==> config.mk <==
export PLATFORM = sky130hd
export DESIGN_NAME = e203_irq_stim_gen
export DESIGN_NICKNAME = d
export VERILOG_FILES = /design/src/rtl/e203_irq_stim_gen.sv
export SDC_FILE = /design/constraint.sdc
export NUM_CORES = 1
export LEC_CHECK = 0
export ABC_CLOCK_PERIOD_IN_PS = 3600
export BUFFER_PORTS_ARGS = -buffer_cell sky130_fd_sc_hd__buf_4
export CAP_MARGIN = 30
export CORE_UTILIZATION = 32
export CTS_BUF_LIST = sky130_fd_sc_hd__clkbuf_4 sky130_fd_sc_hd__clkbuf_8 sky130_fd_sc_hd__clkbuf_16
export DETAILED_ROUTE_END_ITERATION = 6
export GPL_TIMING_DRIVEN = 1
export PLACE_DENSITY = 0.54
export SETUP_SLACK_MARGIN = 0.3
export SYNTH_ARGS = -nofsm -noshare
export SYNTH_HDL_FRONTEND = slang
export SYNTH_SLANG_ARGS = --single-unit
==> constraint.sdc <==
create_clock -name clk -period 3.6 [get_ports clk]
set_input_delay 0.36 -clock clk [delete_from_list [all_inputs] [get_ports clk]]
set_output_delay 0.36 -clock clk [all_outputs]
set_load 0.01 [all_outputs]
==> src/rtl/e203_irq_stim_gen.sv <==
// e203_irq_stim_gen: LFSR-timed ext/sft/tmr interrupt stimulus driven by commit PCs
module e203_irq_stim_gen #(
  parameter int PC_W = 32,
  parameter int WAIT_W = 10,
  parameter logic [31:0] LFSR_SEED = 32'h0000_0001,
  parameter logic [31:0] STOP_CNT = 32'd32,
  parameter logic [PC_W-1:0] PC_ARM = 32'h8000_015C,
  parameter logic [PC_W-1:0] PC_TOHOST = 32'h8000_0086,
  parameter logic [PC_W-1:0] PC_EXT_ACK = 32'h8000_00A6,
  parameter logic [PC_W-1:0] PC_SFT_ACK = 32'h8000_00BE,
  parameter logic [PC_W-1:0] PC_TMR_ACK = 32'h8000_00D6
) (
  input  logic            clk,
  input  logic            rst,
  input  logic            enable,
  input  logic            cmt_valid,
  input  logic [PC_W-1:0] cmt_pc,
  output logic            ext_irq,
  output logic            sft_irq,
  output logic            tmr_irq,
  output logic            armed,
  output logic [31:0]     tohost_cnt,
  output logic            stopped,
  output logic            quiet,
  output logic [15:0]     ext_cnt,
  output logic [15:0]     sft_cnt,
  output logic [15:0]     tmr_cnt
);
  typedef enum logic [2:0] {S_IDLE, S_LOAD, S_WAIT, S_ASSERT, S_DONE} st_t;
  localparam logic [31:0] TAPS = 32'h8020_0003;
  st_t st [3];
  st_t nst [3];
  logic [WAIT_W:0] wcnt [3];
  logic [WAIT_W-1:0] slice [3];
  logic [2:0][15:0] cnt;
  logic [31:0] lfsr;
  logic [2:0] irq, hit_ack, take;
  logic hit_arm, hit_toh;
  assign hit_arm = cmt_valid & (cmt_pc == PC_ARM);
  assign hit_toh = cmt_valid & (cmt_pc == PC_TOHOST);
  assign hit_ack = {cmt_valid & (cmt_pc == PC_TMR_ACK), cmt_valid & (cmt_pc == PC_SFT_ACK), cmt_valid & (cmt_pc == PC_EXT_ACK)};
  assign stopped = tohost_cnt > STOP_CNT;
  assign quiet = stopped & ~|irq;
  assign {tmr_irq, sft_irq, ext_irq} = irq;
  assign {tmr_cnt, sft_cnt, ext_cnt} = cnt;
  always_comb begin
    for (int k = 0; k < 3; k++) begin
      slice[k] = lfsr[k*WAIT_W +: WAIT_W];
      take[k] = enable & (st[k] == S_ASSERT) & hit_ack[k];
      case (st[k])
        S_IDLE:   nst[k] = armed ? S_LOAD : S_IDLE;
        S_LOAD:   nst[k] = S_WAIT;
        S_WAIT:   nst[k] = wcnt[k] == (WAIT_W+1)'(1) ? S_ASSERT : S_WAIT;
        S_ASSERT: nst[k] = hit_ack[k] ? (stopped ? S_DONE : S_LOAD) : S_ASSERT;
        default:  nst[k] = S_DONE;
      endcase
      if (!enable) nst[k] = S_IDLE;
    end
  end
  always_ff @(posedge clk) begin
    if (rst) begin
      lfsr <= LFSR_SEED;
      armed <= 1'b0;
      tohost_cnt <= '0;
      irq <= '0;
      cnt <= '0;
      for (int k = 0; k < 3; k++) begin
        st[k] <= S_IDLE;
        wcnt[k] <= '0;
      end
    end else begin
      lfsr <= (lfsr >> 1) ^ (lfsr[0] ? TAPS : '0);
      armed <= enable & (armed | hit_arm);
      tohost_cnt <= tohost_cnt + 32'(hit_toh & ~&tohost_cnt);
      for (int k = 0; k < 3; k++) begin
        st[k] <= nst[k];
        irq[k] <= nst[k] == S_ASSERT;
        cnt[k] <= cnt[k] + 16'(take[k]);
        wcnt[k] <= st[k] == S_LOAD ? {1'b0, slice[k]} + (WAIT_W+1)'(1) : wcnt[k] - (WAIT_W+1)'(st[k] == S_WAIT);
      end
    end
  end
endmodule

==> summary.txt <==
Status
  – Outcome: completed

Power and ir drop
  – Sw Share: approximately 23%
  – Leakage: approximately 3.5 nW
  – Seq pwr share: roughly half
  – Clock power frac: a little under half
  – Gate power share: roughly 2.8%
  – Cell area power density: 390 mW/mm²
  – NetSw: around 0.80 mW
  – Internal power: roughly 2.7 mW
  – Peak supply drop: approximately 290 µV

Critical path
  – Reg2reg start: tohost_cnt[22]$_SDFF_PP0_
  – Critical Path RT: approximately 3.9 ns
  – Worst EP arrival: 3.33 ns
  – Crit path capture type: register
  – CP max FO: 4
  – Crit path launch type: input pin
  – Worst setup path start: cmt_pc[18]
  – Crit path kind: in2reg

Layout
  – Nets: about 990
  – Area growth, synth to finish: 24.3%
  – Layout cell share with drive strength beyond 1: 19.4%
  – # diodes: 0
  – Fillers: ~2,200
  – Finished Core Util: 41.0%

Synth
  – Syn Inst Count: a little over 800
  – Yosys top cell area share: a little over two fifths
  – Post-synth EDFFs: 0
  – Post-synth top flop: dfxtp_1
  – Synth Register Bits: roughly 160
  – Post-synthesis sequential area ratio: 43.4%
  – FFs w/ async S/R, synth: 0%
  – Synthesized netlist net count: about 870
  – Post-synth top cells: 158 x dfxtp_1, 130 x nor2_1, 62 x xor2_1
  – Yosys cell types: 62
  – Most numerous cell in the Yosys netlist: dfxtp_1
  – Ys Warns: 0
  – Synth Cell Area: approximately 0.0073 mm²
  – Top area cells in the synthesized netlist: dfxtp_1 43%, xor2_1 7.4%, nor2_1 6.7%, xnor2_1 6.0%, nor2b_1 3.6%
  – Synth Area per Inst: about 9 µm²
  – Synth area leader: dfxtp_1

Drt
  – Post-route ant nets: 0
  – Vias: about 6,000
  – Wire length per cell after detailed routing: ~14 µm
  – DRT Pass-1 Iters: 4
  – Final WL: around 17,000 µm
  – Initial drt markers: 310
  – DRC: 0
  – Vias per cell: 4.85

Clock network
  – # hold bufs at CTS: 0
  – Clock Path Buffers: 2
  – CTS tree: done
  – H-tree depth: 4
  – Num CTS Buffers: 17
  – Worst-path clk slew: 0.07 ns
  – CTS root buffer: clkbuf_16
  – Clock Latency Late Sink: between 0.4 and 0.5 ns
  – Clock tree sinks: 158
  – Setup bufs post-CTS: 0
  – Post-cts sizing count: 0

Die
  – Io pins: ~120
  – Die height: 153 µm
  – Die W: approximately 150 µm
  – Die area: about 0.023 mm²
  – Site Rows: 54
  – Core Region: 0.0221 mm²
  – Starting density of the core: 33.0%

GRT
  – Gr ovfl total: 0
  – Initial antenna violation count: 0
  – Largest net degree at the start of global routing: a little over 60
  – Total track usage: between 10% and 20%
  – Global-route wire length before repair: ~29,000 µm
  – Vias in the first global route: between 5,000 and 6,000

Min path
  – Worst Hold Class: in2reg
  – Hold Startpoint: cmt_pc[7]

STA
  – Setup TNS Final: 0 ns
  – Final worst slack: around 0.56 ns
  – Hold WS: slightly below 0.3 ns
  – RSZ-0062 raised after global routing: false
  – Slew Limit Fails: 0
  – Period utilization: a little over four fifths
  – Setup Viol. Count Final: 0
  – Tmin final: 3.04 ns
  – Maximum clock rate: between 0.3 and 0.4 GHz
  – Worst Clk Skew: ~0.0085 ns
  – Final hold violation count: 0
  – Tightest Pin Transition: around 0.67 ns
  – Slew headroom: between 50% and 60%

Job
  – Maximum capacitance violations: 0

Placed design
  – Routability congestion estimate: 0.762
  – Port-buffer cells: 121
  – Pre-CTS setup slack: ~0.11 ns
  – Dpl hpwl: roughly 12,000 µm
==> metrics by stage <==
stage / instances / total power [mW] / area [µm²]
2_1_floorplan: 814 / 1.86 / 7290
3_3_place_gp: 1196 / 1.91 / 8510
3_5_place_dp: 1196 / 1.91 / 8510
4_1_cts: 1228 / 3.58 / 9060
5_1_grt: 1228 / 3.68 / 9060
6_report: 1228 / 3.53 / 9060
==> per-layer routing <==
layer | vias to the layer above | routed length, µm | track usage, %
met1 | 2726 | 8360 | 19.7
met2 | 121 | 7920 | 24.3
met3 | 21 | 696 | 3.46
met4 | 0 | 306 | 5.82
li1 | 3092 | - | -
met5 | - | 0 | 0
==> cells in the final DEF (no fill, tap or decap), drive strengths merged, types with 5 or more instances in the layout <==
master	n
nand4	32
a21oi	16
nor3	17
o21ai	10
buf	130
dfxtp	158
nor3b	11
clkinv	10
or3	7
nand2	37
xnor2	50
and3	22
nor2	130
nor4b	5
inv	14
and4	7
nor4	20
or3b	5
ha	17
clkbuf	20
nand3	47
nor2b	42
and2	8
a211oi	27
xor2	62
==> kinds of logic after synthesis <==
family	count (synthesis)	share of synthesized area, %
and+or+nand+nor	407	30.3
adders and majority gates	17	2.92
buffers and inverters	42	2.32
DFF	158	43.4
AOI/OAI and AO/OA	78	7.65
xor gates and xnor gates	112	13.4
==> path summary, 6_finish.rpt <==
check                                                  to  slack [ns]  depth (start not counted)
worst max-delay path               sft_cnt[14]$_SDFF_PP0_        0.56                         13
worst min-delay path                     armed$_SDFF_PP0_        0.29                          4
worst max register to register  tohost_cnt[22]$_SDFF_PP0_        0.76                         11
worst min register to register        lfsr[30]$_SDFF_PP0_        0.45                          1
==> power by group through the flow <==
stage	clock [mW]	combinational [mW]	sequential (mW)
2_1_floorplan	0	0.0508	1.80
3_3_place_gp	0	0.0998	1.81
3_5_place_dp	0	0.0995	1.81
4_1_cts	1.71	0.100	1.77
5_1_grt	1.80	0.108	1.77
6_report	1.66	0.0988	1.77
==> critical path, stage by stage <==
cell and delay [ns]:
buf_4 0.12, nor4_1 0.55, nand3_1 0.26, nor2_1 0.17, nand4b_1 0.15, nor4b_1 0.41
ha_1 0.27, ha_1 0.21, and4_1 0.25, and3_1 0.23, nand4_1 0.13, xor2_1 0.15
nor2_1 0.05
==> registers in the layout, indices dropped and copies added (netlist names) <==
signal and cells:
armed 1, ext_cnt 16, irq 3, lfsr 32, sft_cnt 16, st 9, tmr_cnt 16, tohost_cnt 32
wcnt 33
==> cell type report <==
cell class / instances / area (µm²) / share of cell area (%)
multi-input combinational: 614 / 3970 / 43.8
inverter: 14 / 52.6 / 0.580
timing repair buffer: 130 / 976 / 10.8
clock buffer: 20 / 460 / 5.08
tap: 280 / 350 / 3.86
clock inverter: 12 / 91.3 / 1.01
sequential: 158 / 3160 / 34.9
(Power assumes the default switching activity.)
